[config.mk]
export PLATFORM = sky130hd
export DESIGN_NAME = pipe_cla_adder
export DESIGN_NICKNAME = d
export VERILOG_FILES = /design/src/rtl/pipe_cla_adder.sv
export SDC_FILE = /design/constraint.sdc
export NUM_CORES = 1
export LEC_CHECK = 0
export BUFFER_PORTS_ARGS = -buffer_cell sky130_fd_sc_hd__buf_2
export CORE_ASPECT_RATIO = 1.75
export CORE_MARGIN = 2
export CORE_UTILIZATION = 45
export DETAILED_ROUTE_END_ITERATION = 10
export GPL_ROUTABILITY_DRIVEN = 0
export PLACE_DENSITY = 0.73
export SLEW_MARGIN = 10
export SYNTH_ARGS = -nofsm -noshare
export SYNTH_HDL_FRONTEND = slang
export SYNTH_SLANG_ARGS = --single-unit
[constraint.sdc]
create_clock -name clk -period 3.2 [get_ports clk]
set_clock_uncertainty 0.15 [all_clocks]
set_input_delay 0.64 -clock clk [delete_from_list [all_inputs] [get_ports clk]]
set_output_delay 0.64 -clock clk [all_outputs]
set_load 0.01 [all_outputs]
[src/rtl/pipe_cla_adder.sv]
// Pipelined carry-lookahead add/subtract unit with valid/ready handshake.
// Each stage resolves one WIDTH/STAGES-bit slice, LSB slice first, and carries the rest forward.
module pipe_cla_adder #(
    parameter int unsigned WIDTH  = 32,
    parameter int unsigned BLOCK  = 4,
    parameter int unsigned STAGES = 2
) (
    input  logic             clk,
    input  logic             rst,
    input  logic             in_valid,
    output logic             in_ready,
    input  logic [WIDTH-1:0] a,
    input  logic [WIDTH-1:0] b,
    input  logic             cin,
    input  logic             op,
    output logic             out_valid,
    input  logic             out_ready,
    output logic [WIDTH-1:0] s,
    output logic             cout,
    output logic             ovf,
    output logic             zero,
    output logic             neg
);

    localparam int NS = STAGES;
    localparam int SL = WIDTH / STAGES;
    localparam int NG = SL / BLOCK;

    // Returns carries c[0..SL] for one slice; c[0] = ci, c[SL] = slice carry-out.
    function automatic logic [SL:0] cla_carries(input logic [SL-1:0] g, input logic [SL-1:0] p,
                                                 input logic ci);
        logic [NG-1:0] gg;
        logic [NG-1:0] pg;
        logic [NG:0]   gc;
        logic [SL:0]   c;
        logic          term;
        for (int m = 0; m < NG; m++) begin
            gg[m] = 1'b0;
            pg[m] = 1'b1;
            for (int i = 0; i < BLOCK; i++) begin
                gg[m] = g[m*BLOCK+i] | (p[m*BLOCK+i] & gg[m]);
                pg[m] = pg[m] & p[m*BLOCK+i];
            end
        end
        // Group carries as flattened sum-of-products, no group-to-group ripple.
        for (int m = 0; m <= NG; m++) begin
            term = ci;
            for (int l = 0; l < m; l++) term = term & pg[l];
            gc[m] = term;
            for (int j = 0; j < m; j++) begin
                term = gg[j];
                for (int l = j + 1; l < m; l++) term = term & pg[l];
                gc[m] = gc[m] | term;
            end
        end
        for (int m = 0; m < NG; m++) begin
            for (int i = 0; i < BLOCK; i++) begin
                term = gc[m];
                for (int l = 0; l < i; l++) term = term & p[m*BLOCK+l];
                c[m*BLOCK+i] = term;
                for (int j = 0; j < i; j++) begin
                    term = g[m*BLOCK+j];
                    for (int l = j + 1; l < i; l++) term = term & p[m*BLOCK+l];
                    c[m*BLOCK+i] = c[m*BLOCK+i] | term;
                end
            end
        end
        c[SL] = gc[NG];
        return c;
    endfunction

    logic [WIDTH-1:0] a_q [STAGES];
    logic [WIDTH-1:0] b_q [STAGES];
    logic [WIDTH-1:0] s_q [STAGES];
    logic [WIDTH-1:0] a_d [STAGES];
    logic [WIDTH-1:0] b_d [STAGES];
    logic [WIDTH-1:0] s_d [STAGES];
    logic [STAGES-1:0] c_q, c_d, v_q, v_in, adv;
    logic ovf_q, ovf_d, zero_q, neg_q;

    // Stage k may load when it is empty or its contents move on this cycle.
    always_comb begin
        adv = '0;
        adv[NS-1] = !v_q[NS-1] || out_ready;
        for (int k = NS - 2; k >= 0; k--) adv[k] = !v_q[k] || adv[k+1];
    end

    always_comb begin
        logic [SL-1:0]    g, p;
        logic [SL:0]      cv;
        logic [WIDTH-1:0] sa, sb, ss;
        logic             sc;
        int               km1;
        g = '0; p = '0; cv = '0; sa = '0; sb = '0; ss = '0; sc = 1'b0; km1 = 0;
        ovf_d = 1'b0;
        v_in  = '0;
        for (int k = 0; k < NS; k++) begin
            km1 = (k == 0) ? 0 : k - 1;
            if (k == 0) begin
                sa = a;
                sb = op ? ~b : b;
                sc = cin ^ op;
                ss = '0;
                v_in[k] = in_valid;
            end else begin
                sa = a_q[km1];
                sb = b_q[km1];
                sc = c_q[km1];
                ss = s_q[km1];
                v_in[k] = v_q[km1];
            end
            g  = sa[k*SL +: SL] & sb[k*SL +: SL];
            p  = sa[k*SL +: SL] ^ sb[k*SL +: SL];
            cv = cla_carries(g, p, sc);
            ss[k*SL +: SL] = p ^ cv[SL-1:0];
            a_d[k] = sa;
            b_d[k] = sb;
            s_d[k] = ss;
            c_d[k] = cv[SL];
            if (k == NS - 1) ovf_d = cv[SL] ^ cv[SL-1];
        end
    end

    always_ff @(posedge clk or posedge rst) begin
        if (rst) begin
            v_q    <= '0;
            c_q    <= '0;
            ovf_q  <= 1'b0;
            zero_q <= 1'b0;
            neg_q  <= 1'b0;
            for (int k = 0; k < NS; k++) begin
                a_q[k] <= '0;
                b_q[k] <= '0;
                s_q[k] <= '0;
            end
        end else begin
            for (int k = 0; k < NS; k++) begin
                if (adv[k]) begin
                    v_q[k] <= v_in[k];
                    if (v_in[k]) begin
                        a_q[k] <= a_d[k];
                        b_q[k] <= b_d[k];
                        s_q[k] <= s_d[k];
                        c_q[k] <= c_d[k];
                    end
                end
            end
            if (adv[NS-1] && v_in[NS-1]) begin
                ovf_q  <= ovf_d;
                zero_q <= (s_d[NS-1] == '0);
                neg_q  <= s_d[NS-1][WIDTH-1];
            end
        end
    end

    assign in_ready  = adv[0] & ~rst;
    assign out_valid = v_q[NS-1];
    assign s         = s_q[NS-1];
    assign cout      = c_q[NS-1];
    assign ovf       = ovf_q;
    assign zero      = zero_q;
    assign neg       = neg_q;

endmodule

# Word-level counts from Yosys, hierarchy flattened
# Cells that the tools add are included.
[op_classes] n_mux=1 n_bitwise=211 reduce_logical=8
[op_table] operator="$and 1x1->1" count=109
[op_table] operator="$or 1x1->1" count=92
[op_table] operator="$xor 16x16->16" count=4
[op_table] operator="$and 16x16->16" count=2
[op_table] operator="$logic_not 32->1" count=1
[op_table] operator="$mux 32" count=1
[op_table] operator="$not 32->32" count=1
[op_table] operator="$reduce_and 2->1" count=2
[op_table] operator="$logic_not 1->1" count=2
[op_table] operator="$logic_or 1x1->1" count=2
[op_table] operator="$xor 1x1->1" count=2
[op_table] operator="$logic_and 1x1->1" count=1
[op_table] operator="$not 1->1" count=1
[word_totals] reg_bits=119 output_inout_bits=38

# Logic depth before layout (Yosys ltp)
[logic_depth] word_depth=21 depth_mapped=15 depth_no_buf=13

# Least setup slack after synthesis
# OpenSTA, ideal clock, no wires.
[synth_path] kind="input-to-reg" startpoint="input op" endpoint="register s_q (netlist bit s_d[15])" setup_ps=133 arrival_ps=3227 t_required_ps=2917 path_slack_ps=-310 path_stages=15 n_path_buf=2 cell_sequence="buf_4 -> buf_1 -> xor2_1 -> ha_1 -> a21o_1 -> a21oi_1 -> o21a_1 -> o31a_1 -> o21ai_2 -> ha_1 -> o21ai_0 -> nand2b_1 -> a21oi_1 -> xor2_1 -> o21ai_0"
[synth_via] elab_chain_len=20 word_cells_on_any_way=50 classes_between="mux (1); bitwise (49)"
[synth_lines] element="start, declared" line_no="15" source="input logic op,"
[synth_lines] element="$mux 32" line_no="101" source="sb = op ? ~b : b;"
[synth_lines] element="$and 16x16->16 / $xor 16x16->16 (equally long branches)" line_no="112, 113"
[synth_lines] element="$and 1x1->1" line_no="41" source="gg[m] = g[m*BLOCK+i] | (p[m*BLOCK+i] & gg[m]);"
[synth_lines] element="$or 1x1->1" line_no="41"
[synth_lines] element="$and 1x1->1" line_no="41"
[synth_lines] element="$or 1x1->1" line_no="41"
[synth_lines] element="$and 1x1->1" line_no="41"
[synth_lines] element="$or 1x1->1" line_no="41"
[synth_lines] element="$and 1x1->1 (2 in a row)" line_no="52" source="for (int l = j + 1; l < m; l++) term = term & pg[l];"
[synth_lines] element="$or 1x1->1 (3 in a row)" line_no="53" source="gc[m] = gc[m] | term;"
[synth_lines] element="$and 1x1->1 (3 in a row)" line_no="59" source="for (int l = 0; l < i; l++) term = term & p[m*BLOCK+l];"
[synth_lines] element="$or 1x1->1 (3 in a row)" line_no="64" source="c[m*BLOCK+i] = c[m*BLOCK+i] | term;"
[synth_lines] element="$xor 16x16->16 *" line_no="115" source="ss[k*SL +: SL] = p ^ cv[SL-1:0];"
[synth_lines] element="end signal, assigned by index" line_no="143" source="s_q[k] <= s_d[k];"
[synth_lines] element="end, declared" line_no="74" source="logic [WIDTH-1:0] s_q [STAGES];"
# Mark *: on every way between the ends. The rest lies on a longest branch, timed or not.
# A chain may end at the register's enable or synchronous reset.

==> run metrics <==
gr usage total=0.1944; Fmax=331.9 MHz; Clock Tree Root=clkbuf_16; Final Hold Vio Count=0; top-count cell post-synth=nand2_1; unrepaired setup endpoints after global routing=no; largest net degree at the start of global routing=51; share of the synthesized area in the top cell type=0.4410; final core utilization=0.5589; nets@finish=727; share of cells above drive strength 1=0.2704; max_slew headroom=0.4103; CP Capture Type=flip-flop; Post-DRT Antenna Nets=0; status=completed; synth warn=0; num ports=108; Rows=50; final hold slack=0.2685 ns; Post-Route WL=10460 um; DRT iter0 DRCs=202; R2R cell count=11; via density per instance=5.114; Peak VDD IR=0.3552 mV; final worst path period share=0.9416; Slew @ Worst Pin=0.8815 ns; ys async rst share=1.000; Worst-path clk slew=0.06 ns; DP Area=5613 um^2; Final Power=4008 uW; Die W=82.72 um; sequential-to-total area share from yosys stat=0.4410; core area=10640 um^2; die height=141.8 um; initial core utilization=0.4588; DRC Markers=0; Synth top cells by count=nand2_1 (123), dfrtp_1 (86), o21ai_0 (45), ha_1 (40), xor2_1 (30); number of flops mapped to enable cells by yosys=0; Yosys cell types=38; Critical Path RT=3.33 ns; Max clock buf depth=2; FF-to-FF setup slack=0.19 ns; Synth area leaders=dfrtp_1 (44%), ha_1 (10%), nand2_1 (9.5%); DP Wirelength=8398 um; post-synth top area cell=dfrtp_1; H-tree levels=3; Die Area=11730 um^2; area grow syn2layout=21.82%; initial antenna violation count=0; CP Max Fanout=3; Max Cap Viol=0; cts hold-fix bufs=0; port bufs=107; WP data arrival=3.14 ns; PwrDens=674.3 nW/um^2; type of origin of the critical path=flip-flop; synthesized cell area=4880 um^2; crit path time final=3.013 ns; LEAKAGE=0.002990 uW; drt pass-1 iters=4; average wire per cell in the routed design=14.06 um; fill count=974; Top FF cell, synth=dfrtp_1; vias in the first global route=3949; Post-Syn Nets=617; clk_lat worst skew=0.34 ns; fin area=5944 um^2; Final TNS setup=0 ns; via count=3805; Avg Cell Area, Syn=9.779 um^2; crit path kind=reg -> reg; final setup vio count=0; first-pass GRT wire length=17640 um; Diodes inserted=0; Slew Limit Fails=0; clock sink count=86; Seq cells post-synth=86; TritonCTS clock tree=built; Num CTS Buffers=9; Congestion Overflow GR=0; Hold Crit Class=in -> async; Post-Synthesis Cells=499
per-stage QoR:
step / worst slack [ns] / instances
2_1_floorplan: 0.005862 / 499
6_report: 0.1870 / 744
4_1_cts: 0.03731 / 743
3_3_place_gp: 0.09174 / 727
5_1_grt: 0.03153 / 744
3_5_place_dp: -0.01139 / 727
routing by layer:
metal,vias up,share of wire,wire (um),track usage
met1,1802,0.39,4115,0.2368
met4,0,0.026,270,0.08542
met2,91,0.53,5583,0.3306
li1,1890,-,-,-
met5,-,0,0,0
met3,22,0.047,488,0.03181
final cells by class:
| cell class | count | area, um^2 | share of cell area |
|---|---|---|---|
| multi-input cells | 376 | 2616 | 0.4401 |
| well taps | 130 | 162.7 | 0.02736 |
| clock buffers | 9 | 225.2 | 0.03789 |
| flip-flops and latches | 86 | 2152 | 0.3620 |
| repair buffers | 119 | 650.6 | 0.1095 |
| clock inverters | 7 | 72.57 | 0.01221 |
| inverters | 17 | 65.06 | 0.01095 |
placed cells by master (no fill, tap or decap), types with 2 or more instances in the layout:
cell and instances:
buf_2 107, o21ai_0 42, nand3_1 3, clkbuf_16 9, and4_1 2, nand2_1 122, clkinv_2 3, nor4_1 4
fa_1 8, inv_6 2, dfrtp_1 86, xor2_1 30, inv_1 15, nor2b_1 3, nand4_1 5, nand2b_1 10
mux2i_1 2, clkinvlp_4 2, a21oi_1 14, ha_1 40, buf_12 2, o21ai_1 3, xnor2_1 26, nor4_2 2
a21oi_2 3, buf_4 10, nor2_1 14, a211oi_1 3, mux2_2 17, o21a_1 5, a21o_1 4
where the power goes:
part	switching, uW	leakage [uW]	internal [uW]	total (uW)
clock network	428	0.000142	607	1030
registers	193	0.00104	1390	1580
logic	780	0.00180	614	1390
total	1400	0.00299	2610	4010
repair_timing:
item                       in CTS  in global routing
setup endpoints to repair       0                  1
buffers inserted                0                  1
gates resized for setup         0                  6
worst paths after layout:
kind                            to    start
min in group clk             s[13]    s[13]
max reg2reg                   zero  a_d[16]
min reg2reg                  s[13]    s[13]
max                           zero  a_d[16]
min                         v_q[0]      rst
max in group asynchronous  b_d[26]      rst
worst max-delay path: stages, from the launching register on:
cell and delay, ns:
dfrtp_1 0.40, ha_1 0.32, a21oi_1 0.16, nor2_1 0.09, o31ai_1 0.22, nand3_1 0.14
buf_4 0.17, fa_1 0.49, nor4_2 0.20, nand4_1 0.20, nor4_2 0.26, a22o_1 0.16
sequential cells by signal, indices dropped and copies added (netlist names):
register	flops
a_d	16
b_d	16
c_q	2
ovf	1
s	32
s_d	16
v_q	2
zero	1
cell families (layout without fill, tap and decap cells):
family / count (synthesis) / after routing / synth area share
xor+xnor: 57 / 57 / 0.1038
compound gates: 82 / 82 / 0.09769
simple gates: 170 / 170 / 0.1485
flops: 86 / 86 / 0.4410
mux: 19 / 19 / 0.04333
buf+inv: 37 / 152 / 0.03025
fa+ha+maj: 48 / 48 / 0.1354
No activity file was read; power rests on OpenSTA's default activity.
